==> src/rtl/mux_arbiter_pkg.sv <==
// Shared definitions for the two-requester mux arbiter.
//   state_t          : FSM encoding (IDLE=0, G0=1, G1=2)
//   MAX_HOLD_DEFAULT : default limit on consecutive grant cycles while the
//                      other requester is waiting
package mux_arbiter_pkg;

  typedef enum logic [1:0] {
    IDLE = 2'd0,
    G0   = 2'd1,
    G1   = 2'd2
  } state_t;

  localparam int MAX_HOLD_DEFAULT = 4;

endpackage

==> src/rtl/And.sv <==
// Single-bit AND gate.
//   a, b : inputs
//   out  : a & b
module And (
  input  logic a,
  input  logic b,
  output logic out
);

  assign out = a & b;

endmodule

==> src/rtl/Mux.sv <==
// Single-bit 2:1 mux gate.
//   a, b : data inputs
//   sel  : 0 selects a, 1 selects b
//   out  : selected data
module Mux (
  input  logic a,
  input  logic b,
  input  logic sel,
  output logic out
);

  assign out = sel ? b : a;

endmodule

==> src/rtl/mux_arbiter.sv <==
// Two-requester arbiter steering a shared 1-bit data path.
//   clk, rst   : rising-edge clock, asynchronous active-high reset
//   req0, req1 : level requests
//   a, b       : requester data
//   gnt0, gnt1 : grants, decoded from the state register
//   sel        : mux select (1 while G1 owns the path)
//   out        : selected data, forced to 0 when nobody is granted
//   busy       : gnt0 | gnt1
//
// Handshake: a requester holds req high for as long as it wants the path;
// the grant follows one edge after req is sampled and is withdrawn one edge
// after req drops. When both request, the owner keeps the path for at most
// MAX_HOLD consecutive cycles before handing over directly to the other.
module mux_arbiter
  import mux_arbiter_pkg::*;
#(
  parameter int MAX_HOLD = MAX_HOLD_DEFAULT
) (
  input  logic clk,
  input  logic rst,
  input  logic req0,
  input  logic req1,
  input  logic a,
  input  logic b,
  output logic gnt0,
  output logic gnt1,
  output logic sel,
  output logic out,
  output logic busy
);

  localparam int HW = $clog2(MAX_HOLD) + 1;
  localparam logic [HW-1:0] HOLD_LAST = HW'(MAX_HOLD - 1);

  state_t          state;
  state_t          state_next;
  logic [HW-1:0]   hold_cnt;
  logic [HW-1:0]   hold_next;
  logic            last_grant;
  logic            mux_out;

  // State register, hold counter and tie-break memory.
  always_ff @(posedge clk or posedge rst) begin
    if (rst) begin
      state      <= IDLE;
      hold_cnt   <= '0;
      last_grant <= 1'b1;  // requester 0 wins the first tie
    end else begin
      state    <= state_next;
      hold_cnt <= hold_next;
      if (state_next != state && state_next == G0) begin
        last_grant <= 1'b0;
      end else if (state_next != state && state_next == G1) begin
        last_grant <= 1'b1;
      end
    end
  end

  // Next-state logic. The hold limit only matters when the other side is
  // requesting, so a lone owner is never preempted.
  always_comb begin
    state_next = state;
    case (state)
      IDLE: begin
        if (req0 && req1) begin
          state_next = last_grant ? G0 : G1;
        end else if (req0) begin
          state_next = G0;
        end else if (req1) begin
          state_next = G1;
        end
      end
      G0: begin
        if (req0 && (!req1 || hold_cnt < HOLD_LAST)) begin
          state_next = G0;
        end else if (req1) begin
          state_next = G1;
        end else begin
          state_next = IDLE;
        end
      end
      G1: begin
        if (req1 && (!req0 || hold_cnt < HOLD_LAST)) begin
          state_next = G1;
        end else if (req0) begin
          state_next = G0;
        end else begin
          state_next = IDLE;
        end
      end
      default: state_next = IDLE;
    endcase
  end

  // Counter restarts on every state change and saturates at MAX_HOLD-1.
  always_comb begin
    hold_next = hold_cnt;
    if (state_next != state) begin
      hold_next = '0;
    end else if (busy && hold_cnt < HOLD_LAST) begin
      hold_next = hold_cnt + HW'(1);
    end
  end

  assign gnt0 = (state == G0);
  assign gnt1 = (state == G1);
  assign sel  = (state == G1);
  assign busy = gnt0 | gnt1;

  Mux u_mux (
    .a   (a),
    .b   (b),
    .sel (sel),
    .out (mux_out)
  );

  // Gate the data path so nothing leaks out while idle.
  And u_and (
    .a   (mux_out),
    .b   (busy),
    .out (out)
  );

endmodule

==> config.mk <==
export PLATFORM = sky130hd
export DESIGN_NAME = mux_arbiter
export DESIGN_NICKNAME = d
export VERILOG_FILES = /design/src/rtl/mux_arbiter_pkg.sv /design/src/rtl/And.sv /design/src/rtl/Mux.sv /design/src/rtl/mux_arbiter.sv
export SDC_FILE = /design/constraint.sdc
export NUM_CORES = 1
export LEC_CHECK = 0
export ABC_CLOCK_PERIOD_IN_PS = 1900
export CORE_MARGIN = 5
export CORE_UTILIZATION = 44
export CTS_CLUSTER_DIAMETER = 150
export CTS_CLUSTER_SIZE = 24
export DETAILED_ROUTE_END_ITERATION = 8
export GPL_TIMING_DRIVEN = 1
export PLACE_DENSITY = 0.78
export SLEW_MARGIN = 20
export SYNTH_ARGS = -nofsm -noshare
export SYNTH_HDL_FRONTEND = slang
export SYNTH_HIERARCHICAL = 1
export SYNTH_SLANG_ARGS = --single-unit
==> constraint.sdc <==
create_clock -name clk -period 1.9 [get_ports clk]
set_clock_uncertainty 0.1 [all_clocks]
set_input_delay 0.475 -clock clk [delete_from_list [all_inputs] [get_ports clk]]
set_output_delay 0.475 -clock clk [all_outputs]
set_load 0.05 [all_outputs]
### Word level (Yosys, flattened, before mapping)

Cells that the tools add are included.

| word-level totals | value |
|---|---|
| flip-flop bits (word level) | 6 |
| input port bits | 6 |
| output and inout port bits | 5 |
| word-level logic and storage cells | 39 |

| operators by class | value |
|---|---|
| $add $sub $neg | 1 |
| order comparisons | 1 |
| eq/ne operators | 5 |
| muxes and demuxes | 14 |
| bitwise gates (word level) | 2 |
| reduce and logical (&&, ||, !) cells | 13 |

Operator list:

| cell | count |
|---|---|
| 2-to-1 mux 2 bit | 7 |
| logical AND 1 bit | 6 |
| 2-to-1 mux 3 bit | 2 |
| one-hot mux 2 bit (3 select lines) | 1 |
| equality test 2 x 1 -> 1 bit (second input constant) | 2 |
| equality test 2 bit (second input constant) | 2 |
| 2-to-1 mux 1 bit | 4 |
| nonzero test 2 bit | 2 |
| adder 3 x 1 -> 3 bit (second input constant) | 1 |
| < comparator 3 x 2 -> 1 bit (second input constant) | 1 |
| zero test 1 bit | 2 |
| zero test 2 bit | 1 |
| logical OR 1 bit | 2 |
| != test 2 bit | 1 |
| bitwise AND 1 bit | 1 |
| bitwise OR 1 bit | 1 |

### Longest topological paths before layout

Gate-level depths: netlist of the first run.

| logic depth | value |
|---|---|
| word-level depth | 9 |
| gate-level depth with buffers | 7 |

### Hierarchy

Netlist of the first run, hierarchy kept.

By module, submodules not included:

| module | times used | cells an instance | area each (um2) | sequential area each (um2) |
|---|---|---|---|---|
| mux_arbiter | 1 | 61 | 575.6 | 151.4 |
| Mux | 1 | 1 | 15.0 | 0.0 |
| And | 1 | 1 | 6.3 | 0.0 |

### Least setup slack after synthesis of the first run

No wires, ideal clock.

| timing path | value |
|---|---|
| path type | flip-flop to output port |
| start point | register state[0] |
| end point | output out |
| data arrival time | 1.776 ns |
| path slack | -0.451 ns |
| cell stages (with the launch flop) | 5 |
| cell sequence | dfrtp_1 -> inv_1 -> ha_1 -> mux2_4 -> and2_1 |

| on the way | value |
|---|---|
| word-level cells in the longest chain between the ends | 3 |
| elaborated cells on any way between the ends | 5 |

RTL lines:

| item | line | RTL |
|---|---|---|
| start, declared | mux_arbiter.sv:35 | `state_t state;` |
| start signal, assigned | mux_arbiter.sv:49 | `state <= state_next;` |
| equality test 2 bit | mux_arbiter.sv:106 | `assign gnt1 = (state == G1);` |
| named net gnt1 | mux_arbiter.sv:26 | `output logic gnt1,` |
| 2-to-1 mux 1 bit | Mux.sv:12 | `assign out = sel ? b : a;` |
| named net mux_out | mux_arbiter.sv:40 | `logic mux_out;` |
| bitwise AND 1 bit | And.sv:10 | `assign out = a & b;` |
| end, declared | mux_arbiter.sv:28 | `output logic out,` |

The timed path passes the listed nets, and every way through them passes these cells.

### Worst setup path after layout of the first run

| timing path | value |
|---|---|
| start point | register state[1] |
| end point | output out |

| on the way | value |
|---|---|
| word-level cells in the longest chain between the ends | 3 |
| elaborated cells on any way between the ends | 5 |

RTL lines:

| item | line | RTL |
|---|---|---|
| equality test 2 bit | mux_arbiter.sv:107 | `assign sel = (state == G1);` |
| 2-to-1 mux 1 bit | Mux.sv:12 |  |
| named net mux_out | mux_arbiter.sv:40 |  |
| bitwise AND 1 bit | And.sv:10 |  |

The timed path passes the listed nets, and every way through them passes these cells.

==> out/metrics.yaml, run 1 <==
ys_types: 32
postCtsHoldBufs: 0
syn-instance-count: 63
detailedPlace.worstSlack_ns: -0.326
criticalPathCategory: "reg -> out"
place_congestion: 0.932
ports_placed_on_the_boundary: 11
power.static_leakage_nw: 0.425
mappedNetlistNets: 74
clock-root-buffer: "sky130_fd_sc_hd__clkbuf_4"
dp.cells: 99
grt_pass1_wl_um: 2400
share_seq_of_total_power: 0.133
worst_slew_margin_rel: 0.830
tightestPinTransition_ns: 0.254
die-area_um2: 2190
mappedNetlistArea_um2: 597
launching_point_of_the_worst_reg2reg_path: "state[0]"
clock_sink_count: 6
finish.cell_count_without_fillers: 104
globalRouteTotalUtil: 0.160
grt_antenna_before_repair: 0
peakVddDrop_mv: 0.928
wirelength_um: 1510
start_util: 0.464
setup_viol_count_final: 1
floorplan.die.width_um: 46.8
netsw_mw: 0.823
run_status: "complete, but fails checks"
tritoncts: "yes"
synth_area_per_cell_um2: 9.47
worst_skew_pair.late_latency_ns: 0.26
route.detailed.wl_per_inst_um: 14.5
floorplan.core_area_um2: 1280
critical_path_peak_fanout: 3
final.fill_count: 94
clkSlewWorstSetupHoldPaths_ns: 0.05
finalNetCount: 101
cts_buffer_depth: 2
power_switching_share: 0.460
post-dp-hpwl_um: 1170
grt_start_max_net_pins: 9
avgViaCountPerCell: 5.50
max_freq_ghz: 0.498
slowest_cell_on_the_critical_path: "sky130_fd_sc_hd__dfrtp_2"
worstPathCellList: "ha_4 -> mux2_4 -> and2_4 -> buf_8"
final-hold-violation-count: 0
violations: "negative setup slack"
port-buffer-count: 10
die_h_um: 46.8
cts_inserted_buffers: 3
layout_setup_ws_ns: -0.110
setup.worst_path.start_class: "flop"
synth_sequential_area_ratio: 0.254
vias: 572
combinationalPowerShare: 0.793
layout_min_cycle_time_ns: 2.01
drt.antenna.violating_nets: 0
row_count: 13
synth.yosys.warnings: 6
critical_path.startpoint: "state[1]"
fin_crit_sh: 1.06
final-max-slew-violation-count: 0
power_per_cell_area_nw_per_um2: 1910
layout-area-overhead-vs-synth_pct: 56.8
data_required_critical_path_ns: 1.32
grt_pass1_vias: 553
remaining_drc_errors: 0
cp.arrival_ns: 1.44
drive_gt1_frac: 0.472
rsz0062_at_grt: "yes"
postSynthRegisterBits: 6
setup.worst_path.end_class: "output port"
clock_power_share: 0.074
cap_viol_max_count: 0
drt-initial-drc-count: 23
htree_num_levels: 1
hold_path_class: "in -> async"
antenna_cells: 0
dr.pass1.iters: 4
overall_overflow_remaining_after_global_route: 0
fin_hold_ws_ns: 0.322
stage_delay_of_the_slowest_cell_on_the_critical_path_ns: 0.44
cell_internal_pwr_mw: 0.965
timing.setup.tns_ns: -0.110
cells in the final DEF (no fill, tap or decap), types with 3 or more instances in the layout:
master and n:
sky130_fd_sc_hd__nor2_1 4, sky130_fd_sc_hd__buf_12 4, sky130_fd_sc_hd__a21oi_1 4, sky130_fd_sc_hd__clkbuf_4 3, sky130_fd_sc_hd__buf_4 13, sky130_fd_sc_hd__and2b_1 4, sky130_fd_sc_hd__nand2_1 3, sky130_fd_sc_hd__clkdlybuf4s50_1 4
sky130_fd_sc_hd__ha_4 3, sky130_fd_sc_hd__nor3_1 3, sky130_fd_sc_hd__dfrtp_1 3
stage by stage:
step / utilization / power [mW] / area (um^2)
final: 0.728 / 1.79 / 936
after global placement: 0.676 / 1.51 / 868
after CTS: 0.715 / 1.74 / 918
after floorplan: - / 1.08 / 629
after detailed placement: 0.676 / 1.54 / 868
after global routing: 0.728 / 1.89 / 936
synth_stat cells:
library cell | n | area, um^2
sky130_fd_sc_hd__a211oi_1 | 1 | 7.51
sky130_fd_sc_hd__a21boi_0 | 1 | 7.51
sky130_fd_sc_hd__a21o_1 | 1 | 7.51
sky130_fd_sc_hd__a21oi_1 | 5 | 25.0
sky130_fd_sc_hd__a21oi_4 | 1 | 16.3
sky130_fd_sc_hd__a22oi_1 | 1 | 7.51
sky130_fd_sc_hd__a31o_2 | 1 | 8.76
sky130_fd_sc_hd__a31oi_1 | 1 | 6.26
sky130_fd_sc_hd__and2_1 | 1 | 6.26
sky130_fd_sc_hd__and2b_1 | 4 | 30.0
sky130_fd_sc_hd__and3b_1 | 1 | 8.76
sky130_fd_sc_hd__buf_4 | 1 | 7.51
sky130_fd_sc_hd__dfrtp_1 | 5 | 125
sky130_fd_sc_hd__dfstp_2 | 1 | 26.3
sky130_fd_sc_hd__ha_1 | 5 | 62.6
sky130_fd_sc_hd__inv_1 | 4 | 15.0
sky130_fd_sc_hd__mux2_4 | 2 | 30.0
sky130_fd_sc_hd__mux2i_1 | 2 | 20.0
sky130_fd_sc_hd__mux2i_4 | 1 | 22.5
sky130_fd_sc_hd__nand2_1 | 3 | 11.3
sky130_fd_sc_hd__nand2b_1 | 1 | 6.26
sky130_fd_sc_hd__nand3_1 | 1 | 5.00
sky130_fd_sc_hd__nor2_1 | 4 | 15.0
sky130_fd_sc_hd__nor3_1 | 3 | 15.0
sky130_fd_sc_hd__o2111ai_4 | 1 | 26.3
sky130_fd_sc_hd__o21a_1 | 2 | 15.0
sky130_fd_sc_hd__o21ai_0 | 3 | 15.0
sky130_fd_sc_hd__o21ai_1 | 1 | 5.00
sky130_fd_sc_hd__o21ba_2 | 2 | 20.0
sky130_fd_sc_hd__o21bai_1 | 1 | 7.51
sky130_fd_sc_hd__or3_1 | 1 | 6.26
sky130_fd_sc_hd__xor2_1 | 1 | 8.76
worst max-delay path: cells and delay by family (launching register included):
family        cells  cell delay (ns)
fa+ha+maj         1             0.18
buf+inv           1             0.14
flops             1             0.44
mux               1             0.29
simple gates      1             0.14
path summary, 6_finish.rpt:
kind,end,slack (ns),cells past startpoint
setup / recovery,out,-0.11,4
hold / removal,hold_cnt[2],0.32,2
setup reg to reg,last_grant,0.08,8
hold reg to reg,last_grant,0.44,2
max in group asynchronous,last_grant,1.11,2
min in group clk,last_grant,0.44,2
metal layers:
layer / part of all wire / wire length (um) / track usage / vias up
met2: 0.54 / 813 / 0.279 / 13
met3: 0.046 / 70 / 0.0575 / 2
met5: 0 / 0 / 0 / -
li1: - / - / - / 280
met4: 0.0086 / 13 / 0.0497 / 0
met1: 0.40 / 610 / 0.181 / 277
cell type report:
| type | instances | area (um^2) | area share |
|---|---|---|---|
| multi-input cells | 52 | 480 | 0.513 |
| clock buffers | 4 | 26.3 | 0.0281 |
| flip-flops and latches | 6 | 154 | 0.164 |
| repair buffers | 23 | 241 | 0.258 |
| inverters | 4 | 15.0 | 0.0160 |
| well taps | 15 | 18.8 | 0.0201 |
power groups by stage:
| stage | combinational, mW | sequential (mW) | clock (mW) |
|---|---|---|---|
| 2_1_floorplan | 0.837 | 0.241 | 0 |
| 3_3_place_gp | 1.28 | 0.234 | 0 |
| 3_5_place_dp | 1.31 | 0.235 | 0 |
| 4_1_cts | 1.37 | 0.234 | 0.138 |
| 5_1_grt | 1.50 | 0.238 | 0.150 |
| 6_report | 1.42 | 0.237 | 0.132 |
cells by family after synthesis:
group           Yosys count  share of synthesized area
compound gates           22                      0.294
xor+xnor                  1                     0.0147
fa+ha+maj                 5                      0.105
buf+inv                   5                     0.0377
flops                     6                      0.254
mux                       5                      0.122
simple gates             19                      0.174
registers in the layout, summed over array words and instances, names as in the netlist:
signal / count
hold_cnt: 3
state: 2
last_grant: 1
what timing repair did:
item                                    in CTS  in global routing
setup buffers                                1                  0
endpoints found under the setup margin       6                  7
endpoints found under the hold margin        0                  0
pin swaps                                    2                  0
gates cloned                                 0                  0
resized for setup                            4                  5
(Power assumes the default switching activity.)
==> inputs of run 2 (changes only) <==
--- a/config.mk
+++ b/config.mk
@@ -5,8 +5,8 @@
 export SDC_FILE = /design/constraint.sdc
 export NUM_CORES = 1
 export LEC_CHECK = 0
-export ABC_CLOCK_PERIOD_IN_PS = 1900
-export CORE_MARGIN = 5
+export ABC_CLOCK_PERIOD_IN_PS = 1800
+export CORE_MARGIN = 4
 export CORE_UTILIZATION = 44
 export CTS_CLUSTER_DIAMETER = 150
 export CTS_CLUSTER_SIZE = 24
==> constraint.sdc (replaced) <==
create_clock -name clk -period 1.8 [get_ports clk]
set_clock_uncertainty 0.1 [all_clocks]
set_input_delay 0.45 -clock clk [delete_from_list [all_inputs] [get_ports clk]]
set_output_delay 0.45 -clock clk [all_outputs]
set_load 0.05 [all_outputs]
==> run 2 against run 1 <==
Net effect:
- the run still ends with negative setup slack left
- combinational power is 35% higher
- routed wire length is 16% higher
- register-to-register slack worse by 0.25 ns
- sequential share of layout area is 2.7 points lower
- clock power hardly changed
- via count is 7.3% higher
- global-route usage is 2.5 points higher
==> out/metrics.yaml, run 2 (synthesis results as in run 1) <==
layout.cells.most_common: "sky130_fd_sc_hd__buf_4"
slowest_cell_on_the_critical_path: "sky130_fd_sc_hd__dfrtp_2"
data_required_critical_path_ns: 1.25
cts_buffer_depth: 2
grt_pass1_wl_um: 2680
max_freq_ghz: 0.500
final.fill_count: 60
setup.worst_path.end_class: "output port"
avgViaCountPerCell: 5.48
remaining_drc_errors: 0
worst_skew_pair.late_latency_ns: 0.25
finalNetCount: 109
floorplan.core_area_um2: 1280
final-hold-violation-count: 0
floorplan.die.width_um: 44.8
worstPathCellList: "inv_2 -> ha_4 -> mux2_4 -> and2_4 -> buf_8"
detailedPlace.worstSlack_ns: -0.369
max_ffs_per_register: 3
setup_viol_count_final: 8
totalPowerFinal_mw: 2.30
cts_inserted_buffers: 3
power.static_leakage_nw: 0.491
antenna_cells: 0
clkSlewWorstSetupHoldPaths_ns: 0.05
hold_path_class: "in -> async"
clock_sink_count: 6
wirelength_um: 1750
drt.antenna.violating_nets: 0
htree_num_levels: 1
start_util: 0.464
cap_viol_max_count: 0
run_status: "complete, but fails checks"
vias: 614
worst_slew_margin_rel: 0.830
globalRouteTotalUtil: 0.185
grt_antenna_before_repair: 0
die-area_um2: 2010
violations: "negative setup slack"
cp.arrival_ns: 1.45
multi_input_area_um2: 567
clock-root-buffer: "sky130_fd_sc_hd__clkbuf_4"
final-max-slew-violation-count: 0
route.detailed.wl_per_inst_um: 15.6
fin_hold_ws_ns: 0.302
regMostFlops: "hold_cnt"
layout_setup_ws_ns: -0.198
post-dp-hpwl_um: 1110
rsz0062_at_grt: "yes"
critical_path_peak_fanout: 2
row_count: 13
fin_crit_sh: 1.11
layout_min_cycle_time_ns: 2.00
biggestRegsByFlops: "hold_cnt (3), state (2), last_grant (1)"
tightestPinTransition_ns: 0.254
tritoncts: "yes"
die_h_um: 44.8
port-buffer-count: 10
overall_overflow_remaining_after_global_route: 0
grt_start_max_net_pins: 9
sequential_cell_area_um2: 154
mostFrequentLayoutCells: "sky130_fd_sc_hd__buf_4 (11), sky130_fd_sc_hd__buf_6 (10)"
stage_delay_of_the_slowest_cell_on_the_critical_path_ns: 0.41
power_per_cell_area_nw_per_um2: 2060
dr.pass1.iters: 4
drive_gt1_frac: 0.619
grt_pass1_vias: 597
place_congestion: 0.920
drt-initial-drc-count: 18
layout-area-overhead-vs-synth_pct: 87.6
criticalPathCategory: "reg -> out"
peakVddDrop_mv: 1.25
ports_placed_on_the_boundary: 11
fin_util: 0.871
setup.worst_path.start_class: "flop"
timing.setup.tns_ns: -1.10
[run 2: cell types whose count changed in the layout (fill, tap and decap cells not counted), sizes merged]
| cell | before | now |
|---|---|---|
| buf | 18 | 26 |
[run 2: path summary, 6_finish.rpt]
| kind | startpoint | end | slack, ns | cells past startpoint |
|---|---|---|---|---|
| max reg2reg | state[0] | hold_cnt[1] | -0.17 | 9 |
| min in group clk | last_grant | last_grant | 0.42 | 2 |
| max in group asynchronous | rst | last_grant | 1.03 | 2 |
| min reg2reg | last_grant | last_grant | 0.42 | 2 |
| min | rst | hold_cnt[0] | 0.30 | 2 |
| max | state[0] | out | -0.20 | 5 |
[run 2: cell type report]
| type | count | share of cell area |
|---|---|---|
| Timing Repair Buffer | 31 | 0.303 |
| Inverter | 4 | 0.0134 |
| Sequential cell | 6 | 0.137 |
| Multi-Input combinational cell | 52 | 0.506 |
| Clock buffer | 4 | 0.0235 |
| Tap cell | 15 | 0.0168 |
[run 2: worst max-delay path, delay by kind of cell, from the launching register on]
kind	cells	cell delay [ns]
buffers and inverters	2	0.23
multiplexers	1	0.29
AND/OR/NAND/NOR	1	0.14
flip-flops	1	0.41
adder cells (fa/ha/maj)	1	0.13
[run 2: per-stage QoR]
stage	instance area, um^2	instances
finish	1120	112
global route	1120	112
CTS	1030	109
detailed placement	883	101
global placement	883	101
floorplan	629	63
[run 2: repair_timing]
item	CTS	global route
buffers inserted	4	3
setup endpoints to repair	7	9
pin swaps	8	8
gates resized for setup	21	16
hold buffers	0	0
[run 2: metal layers]
| layer | up-vias | share of wire | track usage |
|---|---|---|---|
| li1 | 299 | - | - |
| met1 | 297 | 0.45 | 0.223 |
| met2 | 16 | 0.49 | 0.321 |
| met3 | 2 | 0.047 | 0.0677 |
| met4 | 0 | 0.0046 | 0.0234 |
| met5 | - | 0 | 0 |
[run 2: power by group]
part	leakage, nW	switching, mW	internal (mW)	total [mW]
Combinational	0.402	0.924	0.990	1.91
Sequential	0.0745	0.0577	0.195	0.253
Clock	0.0150	0.0512	0.0841	0.135
==> inputs of run 3 (changes only) <==
--- a/config.mk
+++ b/config.mk
@@ -6,13 +6,14 @@
 export NUM_CORES = 1
 export LEC_CHECK = 0
 export ABC_CLOCK_PERIOD_IN_PS = 1800
-export CORE_MARGIN = 4
-export CORE_UTILIZATION = 44
+export CORE_AREA = 4 4 41 43
 export CTS_CLUSTER_DIAMETER = 150
 export CTS_CLUSTER_SIZE = 24
 export DETAILED_ROUTE_END_ITERATION = 8
+export DIE_AREA = 0 0 45 47
+export DONT_BUFFER_PORTS = 1
 export GPL_TIMING_DRIVEN = 1
-export PLACE_DENSITY = 0.78
+export PLACE_DENSITY = 0.68
 export SLEW_MARGIN = 20
 export SYNTH_ARGS = -nofsm -noshare
 export SYNTH_HDL_FRONTEND = slang
==> run 3 against run 2 <==
Net effect:
- the run still ends with negative setup slack left
- flip-flop and latch count unchanged
- combinational power is 24% lower
- final area is 22% lower
- die area grew 5.2%
- core utilization shrank 20 points
- sequential power about the same
- highest routed layer is now met3
- critical path type unchanged
==> out/metrics.yaml, run 3 (synthesis results as in run 1) <==
route.detailed.wl_per_inst_um: 15.4
power_per_cell_area_nw_per_um2: 2100
die-area_um2: 2120
setup_viol_count_final: 6
mostFrequentLayoutCells: "sky130_fd_sc_hd__buf_4 (7), sky130_fd_sc_hd__nor2_1 (4), sky130_fd_sc_hd__and2b_1 (4), sky130_fd_sc_hd__buf_6 (4)"
critical_path_peak_fanout: 3
grt_start_max_net_pins: 9
peakVddDrop_mv: 1.10
clock_power_share: 0.073
tightestPinTransition_ns: 0.333
tritoncts: "yes"
die_h_um: 47
grt_pass1_vias: 493
regMostFlops: "hold_cnt"
detailedPlace.worstSlack_ns: -0.00717
data_required_critical_path_ns: 1.25
setup.worst_path.start_class: "flop"
clock-root-buffer: "sky130_fd_sc_hd__clkbuf_4"
rsz0062_at_grt: "yes"
grt_pass1_wl_um: 2260
criticalPathCategory: "reg -> out"
biggestRegsByFlops: "hold_cnt (3), state (2), last_grant (1)"
power_switching_share: 0.489
violations: "negative setup slack"
layout_setup_ws_ns: -0.126
place_congestion: 0.861
floorplan.die.width_um: 45
globalRouteTotalUtil: 0.147
setup.worst_path.end_class: "output port"
hold_path_class: "reg -> reg"
worstPathCellList: "inv_4 -> ha_4 -> mux2_4 -> and2_4"
dr.pass1.iters: 4
remaining_drc_errors: 0
avgViaCountPerCell: 5.61
slowest_cell_on_the_critical_path: "sky130_fd_sc_hd__dfrtp_2"
reg2reg_setup_slack_ns: -0.09
power.static_leakage_nw: 0.391
drt.antenna.violating_nets: 0
htree_num_levels: 1
grt_antenna_before_repair: 0
fin_util: 0.671
fin_hold_ws_ns: 0.410
finish.cell_count_without_fillers: 96
clock_sink_count: 6
cts_buffer_depth: 2
antenna_cells: 0
final-hold-violation-count: 0
clkSlewWorstSetupHoldPaths_ns: 0.04
drive_gt1_frac: 0.531
run_status: "complete, but fails checks"
layout-area-overhead-vs-synth_pct: 46.3
cts_inserted_buffers: 3
stage_delay_of_the_slowest_cell_on_the_critical_path_ns: 0.42
max_freq_ghz: 0.519
floorplan.core_area_um2: 1300
drt-initial-drc-count: 16
layout.cells.most_common: "sky130_fd_sc_hd__buf_4"
ports_placed_on_the_boundary: 11
cap_viol_max_count: 0
max_ffs_per_register: 3
worst_slew_margin_rel: 0.778
wirelength_um: 1480
finalNetCount: 93
row_count: 13
port-buffer-count: 0
overall_overflow_remaining_after_global_route: 0
post-dp-hpwl_um: 1010
share_seq_of_total_power: 0.138
cp.arrival_ns: 1.38
layout_min_cycle_time_ns: 1.93
final-max-slew-violation-count: 0
vias: 539
fin_crit_sh: 1.07
dp.cells: 88
netsw_mw: 0.896
combinationalPowerShare: 0.790
cell_internal_pwr_mw: 0.937
worst_skew_pair.late_latency_ns: 0.25
start_util: 0.459
[run 3: final cells by class]
type | instances | area, um^2
inverter | 4 | 17.5
timing repair buffer | 15 | 153
sequential | 6 | 154
multi-input combinational | 52 | 504
clock buffer | 4 | 26.3
tap | 15 | 18.8
fill | 102 | 428
[run 3: power groups by stage]
stage / Clock [mW] / Combinational [mW] / Sequential [mW]
floorplan: 0 / 0.884 / 0.255
global placement: 0 / 1.16 / 0.248
detailed placement: 0 / 1.16 / 0.252
CTS: 0.138 / 1.30 / 0.249
global route: 0.149 / 1.54 / 0.259
finish: 0.133 / 1.45 / 0.252
[run 3: worst max-delay path, delay by kind of cell (launching register included)]
family                     cells  cell delay [ns]
adders and majority gates      1             0.14
and+or+nand+nor                1             0.21
muxes                          1             0.29
DFF                            1             0.42
buffers and inverters          1             0.08
[run 3: what timing repair did]
item	4_1_cts	5_1_grt
hold buffers	1	0
pin swaps	3	6
resized for setup	10	13
setup endpoints to repair	5	9
setup buffers	2	2
endpoints found under the hold margin	5	0
[run 3: path summary, 6_finish.rpt]
| kind | startpoint | end | depth (start not counted) |
|---|---|---|---|
| worst max-delay path | state[0] | out | 4 |
| worst min-delay path | last_grant | last_grant | 2 |
| worst max register to register | state[0] | hold_cnt[2] | 8 |
| worst min register to register | last_grant | last_grant | 2 |
| max in group asynchronous | rst | last_grant | 2 |
| min in group asynchronous | rst | hold_cnt[1] | 2 |
[run 3: routing by layer]
metal	wire, um	track usage	up-vias
met5	0	0	-
met1	736	0.217	256
li1	-	-	268
met4	0	0.0409	0
met3	70	0.0498	0
met2	673	0.203	15
[run 3: stage by stage]
stage               setup TNS, ns  power (mW)  cell area, um^2
floorplan                  -0.320        1.14              629
global route               -0.685        1.95              873
CTS                        -0.443        1.69              826
global placement                0        1.41              736
detailed placement       -0.00717        1.42              736
finish                     -0.367        1.83              873
